[src/rtl/scroll_msg_ctrl_if.sv]
// Handshake and display bus between the user/control logic and scroll_msg_ctrl.
// master = control side (drives load/run/dir/clear), slave = the controller.
interface scroll_msg_if;
  logic        clear;
  logic        load_valid;
  logic        load_ready;
  logic [31:0] msg_data;
  logic        run;
  logic        dir;
  logic [3:0]  hex3;
  logic [3:0]  hex2;
  logic [3:0]  hex1;
  logic [3:0]  hex0;
  logic [3:0]  dp_out;
  logic        busy;
  logic        wrap_pulse;
  logic [2:0]  pos;

  modport master (
    output clear, load_valid, msg_data, run, dir,
    input  load_ready, hex3, hex2, hex1, hex0, dp_out, busy, wrap_pulse, pos
  );

  modport slave (
    input  clear, load_valid, msg_data, run, dir,
    output load_ready, hex3, hex2, hex1, hex0, dp_out, busy, wrap_pulse, pos
  );
endinterface

[src/rtl/scroll_msg_ctrl.sv]
// Scrolling 8-digit hex message sequencer feeding a 4-digit seven-segment scanner.
// Shows a circular 4-digit window of the stored message, stepping it at a
// programmable rate; new messages arrive over a valid/ready handshake.

// One display position: picks message digit m[(p+OFF)%8] and flags the
// start-of-message digit with its decimal point.
module scroll_digit_sel #(
  parameter int OFF = 0
) (
  input  logic [31:0] msg_i,
  input  logic [2:0]  p_i,
  input  logic        active_i,
  output logic [3:0]  digit_o,
  output logic        dp_o
);
  logic [2:0] idx;

  // Index wraps naturally in 3 bits
  always_comb begin
    idx     = p_i + 3'(OFF);
    digit_o = msg_i[{idx, 2'b00} +: 4];
    dp_o    = active_i & (idx == 3'd0);
  end
endmodule

module scroll_msg_ctrl #(
  parameter int STEP_CYCLES = 25000000,
  parameter int CNT_W       = 25
) (
  input  logic        clk,
  input  logic        reset,
  scroll_msg_if.slave bus
);
  localparam int NUM_DIGITS = 4;
  localparam logic [CNT_W-1:0] CNT_LAST = CNT_W'(STEP_CYCLES - 1);

  typedef enum logic [1:0] {
    ST_IDLE   = 2'd0,
    ST_HOLD   = 2'd1,
    ST_SCROLL = 2'd2
  } state_e;

  state_e           state_q, state_d;
  logic [31:0]      msg_q, msg_d;
  logic [2:0]       p_q, p_d;
  logic [CNT_W-1:0] cnt_q, cnt_d;
  logic             wrap_q, wrap_d;
  logic             load_ready;
  logic             step;

  logic [NUM_DIGITS-1:0][3:0] hex_w;
  logic [NUM_DIGITS-1:0]      dp_w;

  assign load_ready = (state_q != ST_SCROLL);
  assign step       = (state_q == ST_SCROLL) && (cnt_q == CNT_LAST);

  // State register: reset > everything, otherwise take the computed next state
  always_ff @(posedge clk) begin
    if (reset) begin
      state_q <= ST_IDLE;
      msg_q   <= '0;
      p_q     <= '0;
      cnt_q   <= '0;
      wrap_q  <= 1'b0;
    end else begin
      state_q <= state_d;
      msg_q   <= msg_d;
      p_q     <= p_d;
      cnt_q   <= cnt_d;
      wrap_q  <= wrap_d;
    end
  end

  // Next state: clear > load > run; step and run-drop may coincide
  always_comb begin
    state_d = state_q;
    msg_d   = msg_q;
    p_d     = p_q;
    cnt_d   = cnt_q;
    wrap_d  = 1'b0;
    if (bus.clear) begin
      state_d = ST_IDLE;
      msg_d   = '0;
      p_d     = '0;
      cnt_d   = '0;
    end else if (bus.load_valid && load_ready) begin
      state_d = ST_HOLD;
      msg_d   = bus.msg_data;
      p_d     = '0;
      cnt_d   = '0;
    end else begin
      case (state_q)
        ST_HOLD: begin
          if (bus.run) begin
            state_d = ST_SCROLL;
            cnt_d   = '0;
          end
        end
        ST_SCROLL: begin
          if (step) begin
            cnt_d = '0;
            if (bus.dir) begin
              p_d    = p_q - 3'd1;
              wrap_d = (p_q == 3'd0);
            end else begin
              p_d    = p_q + 3'd1;
              wrap_d = (p_q == 3'd7);
            end
          end else begin
            cnt_d = cnt_q + 1'b1;
          end
          if (!bus.run) begin
            state_d = ST_HOLD;
            cnt_d   = '0;
          end
        end
        default: ;
      endcase
    end
  end

  // Display position k shows m[(p + 3 - k) % 8]; k=3 is the leftmost digit
  for (genvar k = 0; k < NUM_DIGITS; k++) begin : g_digit
    scroll_digit_sel #(.OFF(NUM_DIGITS - 1 - k)) u_sel (
      .msg_i    (msg_q),
      .p_i      (p_q),
      .active_i (state_q != ST_IDLE),
      .digit_o  (hex_w[k]),
      .dp_o     (dp_w[k])
    );
  end

  assign bus.hex3       = hex_w[3];
  assign bus.hex2       = hex_w[2];
  assign bus.hex1       = hex_w[1];
  assign bus.hex0       = hex_w[0];
  assign bus.dp_out     = dp_w;
  assign bus.load_ready = load_ready;
  assign bus.busy       = (state_q == ST_SCROLL);
  assign bus.wrap_pulse = wrap_q;
  assign bus.pos        = p_q;
endmodule

[src/flat_wrapper.sv]
// flat-port wrapper written by rule: the top's interface ports become plain ports
module scroll_msg_ctrl_flat 
#(
  parameter int STEP_CYCLES = 25000000,
  parameter int CNT_W       = 25
)
  (clk, reset, bus_clear, bus_load_valid, bus_msg_data, bus_run, bus_dir, bus_load_ready, bus_hex3, bus_hex2, bus_hex1, bus_hex0, bus_dp_out, bus_busy, bus_wrap_pulse, bus_pos);
  scroll_msg_if bus_i ();
  input  logic clk;
  input  logic reset;
  input wire logic [$bits(bus_i.clear)-1:0] bus_clear;
  input wire logic [$bits(bus_i.load_valid)-1:0] bus_load_valid;
  input wire logic [$bits(bus_i.msg_data)-1:0] bus_msg_data;
  input wire logic [$bits(bus_i.run)-1:0] bus_run;
  input wire logic [$bits(bus_i.dir)-1:0] bus_dir;
  output wire logic [$bits(bus_i.load_ready)-1:0] bus_load_ready;
  output wire logic [$bits(bus_i.hex3)-1:0] bus_hex3;
  output wire logic [$bits(bus_i.hex2)-1:0] bus_hex2;
  output wire logic [$bits(bus_i.hex1)-1:0] bus_hex1;
  output wire logic [$bits(bus_i.hex0)-1:0] bus_hex0;
  output wire logic [$bits(bus_i.dp_out)-1:0] bus_dp_out;
  output wire logic [$bits(bus_i.busy)-1:0] bus_busy;
  output wire logic [$bits(bus_i.wrap_pulse)-1:0] bus_wrap_pulse;
  output wire logic [$bits(bus_i.pos)-1:0] bus_pos;
  assign bus_i.clear = bus_clear;
  assign bus_i.load_valid = bus_load_valid;
  assign bus_i.msg_data = bus_msg_data;
  assign bus_i.run = bus_run;
  assign bus_i.dir = bus_dir;
  assign bus_load_ready = bus_i.load_ready;
  assign bus_hex3 = bus_i.hex3;
  assign bus_hex2 = bus_i.hex2;
  assign bus_hex1 = bus_i.hex1;
  assign bus_hex0 = bus_i.hex0;
  assign bus_dp_out = bus_i.dp_out;
  assign bus_busy = bus_i.busy;
  assign bus_wrap_pulse = bus_i.wrap_pulse;
  assign bus_pos = bus_i.pos;
  scroll_msg_ctrl #(.STEP_CYCLES(STEP_CYCLES), .CNT_W(CNT_W)) u_core (.clk(clk), .reset(reset), .bus(bus_i));
endmodule
[config.mk]
export PLATFORM = sky130hd
export DESIGN_NAME = scroll_msg_ctrl_flat
export DESIGN_NICKNAME = d
export VERILOG_FILES = /design/src/rtl/scroll_msg_ctrl_if.sv /design/src/rtl/scroll_msg_ctrl.sv /design/src/flat_wrapper.sv
export SDC_FILE = /design/constraint.sdc
export NUM_CORES = 1
export LEC_CHECK = 0
export ABC_AREA = 0
export BUFFER_PORTS_ARGS = -buffer_cell sky130_fd_sc_hd__buf_2
export CAP_MARGIN = 20
export CORE_ASPECT_RATIO = 2
export CORE_UTILIZATION = 58
export CTS_BUF_LIST = sky130_fd_sc_hd__clkbuf_4 sky130_fd_sc_hd__clkbuf_8
export CTS_CLUSTER_DIAMETER = 60
export DETAILED_ROUTE_END_ITERATION = 8
export PLACE_DENSITY_LB_ADDON = 0.08
export SYNTH_ARGS = -nofsm -noshare
export SYNTH_HDL_FRONTEND = slang
export SYNTH_SLANG_ARGS = --single-unit
export TNS_END_PERCENT = 30
[constraint.sdc]
create_clock -name clk -period 2.9 [get_ports clk]
set_input_delay 0.29 -clock clk [delete_from_list [all_inputs] [get_ports clk]]
set_output_delay 0.29 -clock clk [all_outputs]
set_load 0.005 [all_outputs]
==> out/qor.yml <==
power_leakage_nw: 1.674
fillCellCount: 539
synth.area.top_cells: "dfxtp_1 34%, mux2_2 9.6%, mux4_2 9.6%"
synth_cell_types: 45
fin_setup_tns_ps: 0
cts-root-buf: "clkbuf_8"
min_from: "bus_msg_data[20]"
critPathKind: "reg -> out"
worst_setup_path_end_kind: "output port"
final_cells: 570
viasPerCell: 5.991
antenna_cells: 0
die_x_um: 58.80
dp.cells: 555
cp-start-kind: "flop"
rsz0062_at_grt: "no"
seq_area_frac_synth: 0.3370
clockPowerShare: 0.450
p_int_mw: 1.455
grt_pass1_vias: 3316
cp_data_arrival_time_ps: 2420
vias: 3415
post_drt_wl_per_cell_um: 17.04
start_util: 0.5980
fin_nets: 529
seqPwrFrac: 0.472
cts_tree: "built"
clock_skew_ps: 9.633
rrSetupSlack_ps: 710
slew_headroom: 0.4537
final_area_um2: 4314
drive_gt1_frac: 0.2934
pin_count: 64
status: "complete, no violations"
postSynthAreaPerCell_um2: 8.764
worstReg2RegStart: "u_core.cnt_q[0]"
drtIter0Drc: 122
core_um2: 6259
final_cell_mix: "84 x nand2_1, 63 x buf_2, 63 x dfxtp_1, 36 x a21oi_1, 32 x mux2_2"
drt_pre_antenna_iters: 4
cts_hold_buf: 0
placed_area_um2: 4099
switching_share: 0.2298
synth_area_leader_cell: "dfxtp_1"
mostFrequentLayoutCell: "nand2_1"
grtUsageTotal: 0.3090
dieArea_um2: 6797
powerDensity_nw_per_um2: 437.8
slowest_delay_ps: 490
startpoint: "u_core.bus.pos[1]"
tightest_slew_ps: 812.0
floorplan.rows: 41
synthFlopType: "dfxtp_1"
ys_async_sr_fraction: 0
period_share: 0.9349
crit_chain: "inv_2 -> ha_1 -> xnor2_1 -> buf_4 -> mux4_2 -> buf_2"
hold_viol: 0
max_freq_mhz: 368.8
grt_pass1_wl_um: 15590
clk_latency_ps: 350
postCtsSetupBuffers: 0
cts_resized: 0
yosys_warnings: 0
crit_required_ps: 2610
pwr-share-comb: 0.077
syn-cell-area_um2: 3742
area_delta_synth_final_pct: 15.28
grt_start_max_net_pins: 34
period_minus_slack_ps: 2711
grt_antenna_before_repair: 0
peakVddDrop_mv: 0.3571
numCtsBuffers: 9
ys_ff_latch: 63
drt_wl_total_um: 9711
hold_class: "in -> reg"
critical_path.max_fanout: 10
antenna_left: 0
port_buffers: 63
netlist.area_leader.share: 0.3370
synth_edf_count: 0
dp_hpwl_um: 7251
globalRoute.totalOverflow: 0
power.total_mw: 1.889
drv_slew: 0
p_sw_mw: 0.4340
cap_violations: 0
cp_slowest_cell: "mux4_2"
clock-sinks: 63
syn-num-nets: 476
whs_ps: 163.2
clk_path_buf_depth: 2
cts_htree_levels: 3
gp_congestion: 0.9400
cts.clk_slew.worst_paths_ps: 70
synthCells: 427
die_h_um: 115.6
finalSetupViolations: 0
remaining_drc_errors: 0
[state kept, by name, indices dropped and copies added (netlist names)]
register               flops
u_core.cnt_q              25
u_core.bus.wrap_pulse      1
u_core.state_q             2
u_core.msg_q              32
u_core.bus.pos             3
[path summary, 6_finish.rpt]
path / to / cells past startpoint
max: bus_hex0[0] / 6
min: u_core.msg_q[20] / 3
max reg2reg: u_core.cnt_q[11] / 6
min reg2reg: u_core.msg_q[12] / 2
[layer usage]
layer | vias to the layer above | wire, µm | global-route usage
met5 | - | 0 | 0
met3 | 37 | 372 | 0.06362
li1 | 1648 | - | -
met2 | 111 | 5457 | 0.5742
met1 | 1619 | 3394 | 0.2922
met4 | 0 | 487 | 0.2016
[cells by family after synthesis]
| family | after synthesis | share of synthesized area |
|---|---|---|
| buf+inv | 40 | 0.04748 |
| mux | 53 | 0.2060 |
| compound gates | 75 | 0.1207 |
| simple gates | 175 | 0.2287 |
| flops | 63 | 0.3370 |
| xor+xnor | 10 | 0.02340 |
| fa+ha+maj | 11 | 0.03678 |
[power groups by stage]
| stage | logic, mW | clock network (mW) | registers, mW |
|---|---|---|---|
| after detailed placement | 0.147 | 0 | 0.912 |
| after CTS | 0.147 | 0.867 | 0.892 |
| after floorplan | 0.0900 | 0 | 0.907 |
| after global placement | 0.144 | 0 | 0.910 |
| final | 0.146 | 0.851 | 0.892 |
| after global routing | 0.162 | 0.903 | 0.893 |
[worst max-delay path, delay by kind of cell (launching register included)]
family                     cells  cell delay [ps]
adders and majority gates      1              230
DFF                            1              480
muxes                          1              490
buffers and inverters          3              540
xor gates and xnor gates       1              340
[synth_stat cells (all sizes together), types with 3 or more instances]
cell type and instances:
a31oi 19, nand2b 5, a22oi 4, o21ai 6, nand2 84, nor3 6, a21oi 36, nand3b 6
and3 6, xnor2 6, nand3 16, mux2i 5, mux4 16, ha 11, xor2 4, and4 3
nor2b 4, buf 10, nand4 8, or4 5, clkbuf 21, nor4 6, mux2 32, inv 9
nor2 19, dfxtp 63
[area by class of cell]
| class | count | area (µm²) | area share |
|---|---|---|---|
| Sequential cell | 63 | 1261 | 0.2923 |
| Tap cell | 86 | 107.6 | 0.02494 |
| Inverter | 9 | 33.78 | 0.007831 |
| Timing Repair Buffer | 73 | 390.4 | 0.09049 |
| Clock buffer | 11 | 145.1 | 0.03364 |
| Clock inverter | 4 | 70.07 | 0.01624 |
| Multi-Input combinational cell | 324 | 2306 | 0.5345 |
[through the flow]
stage	util	setup slack, ps
after global routing	0.6893	38.02
after detailed placement	0.6549	547.6
final	0.6893	188.7
after global placement	0.6549	629.5
after floorplan	-	232.6
after CTS	0.6893	168.4
Note: power is estimated with default switching activity, not from simulation.
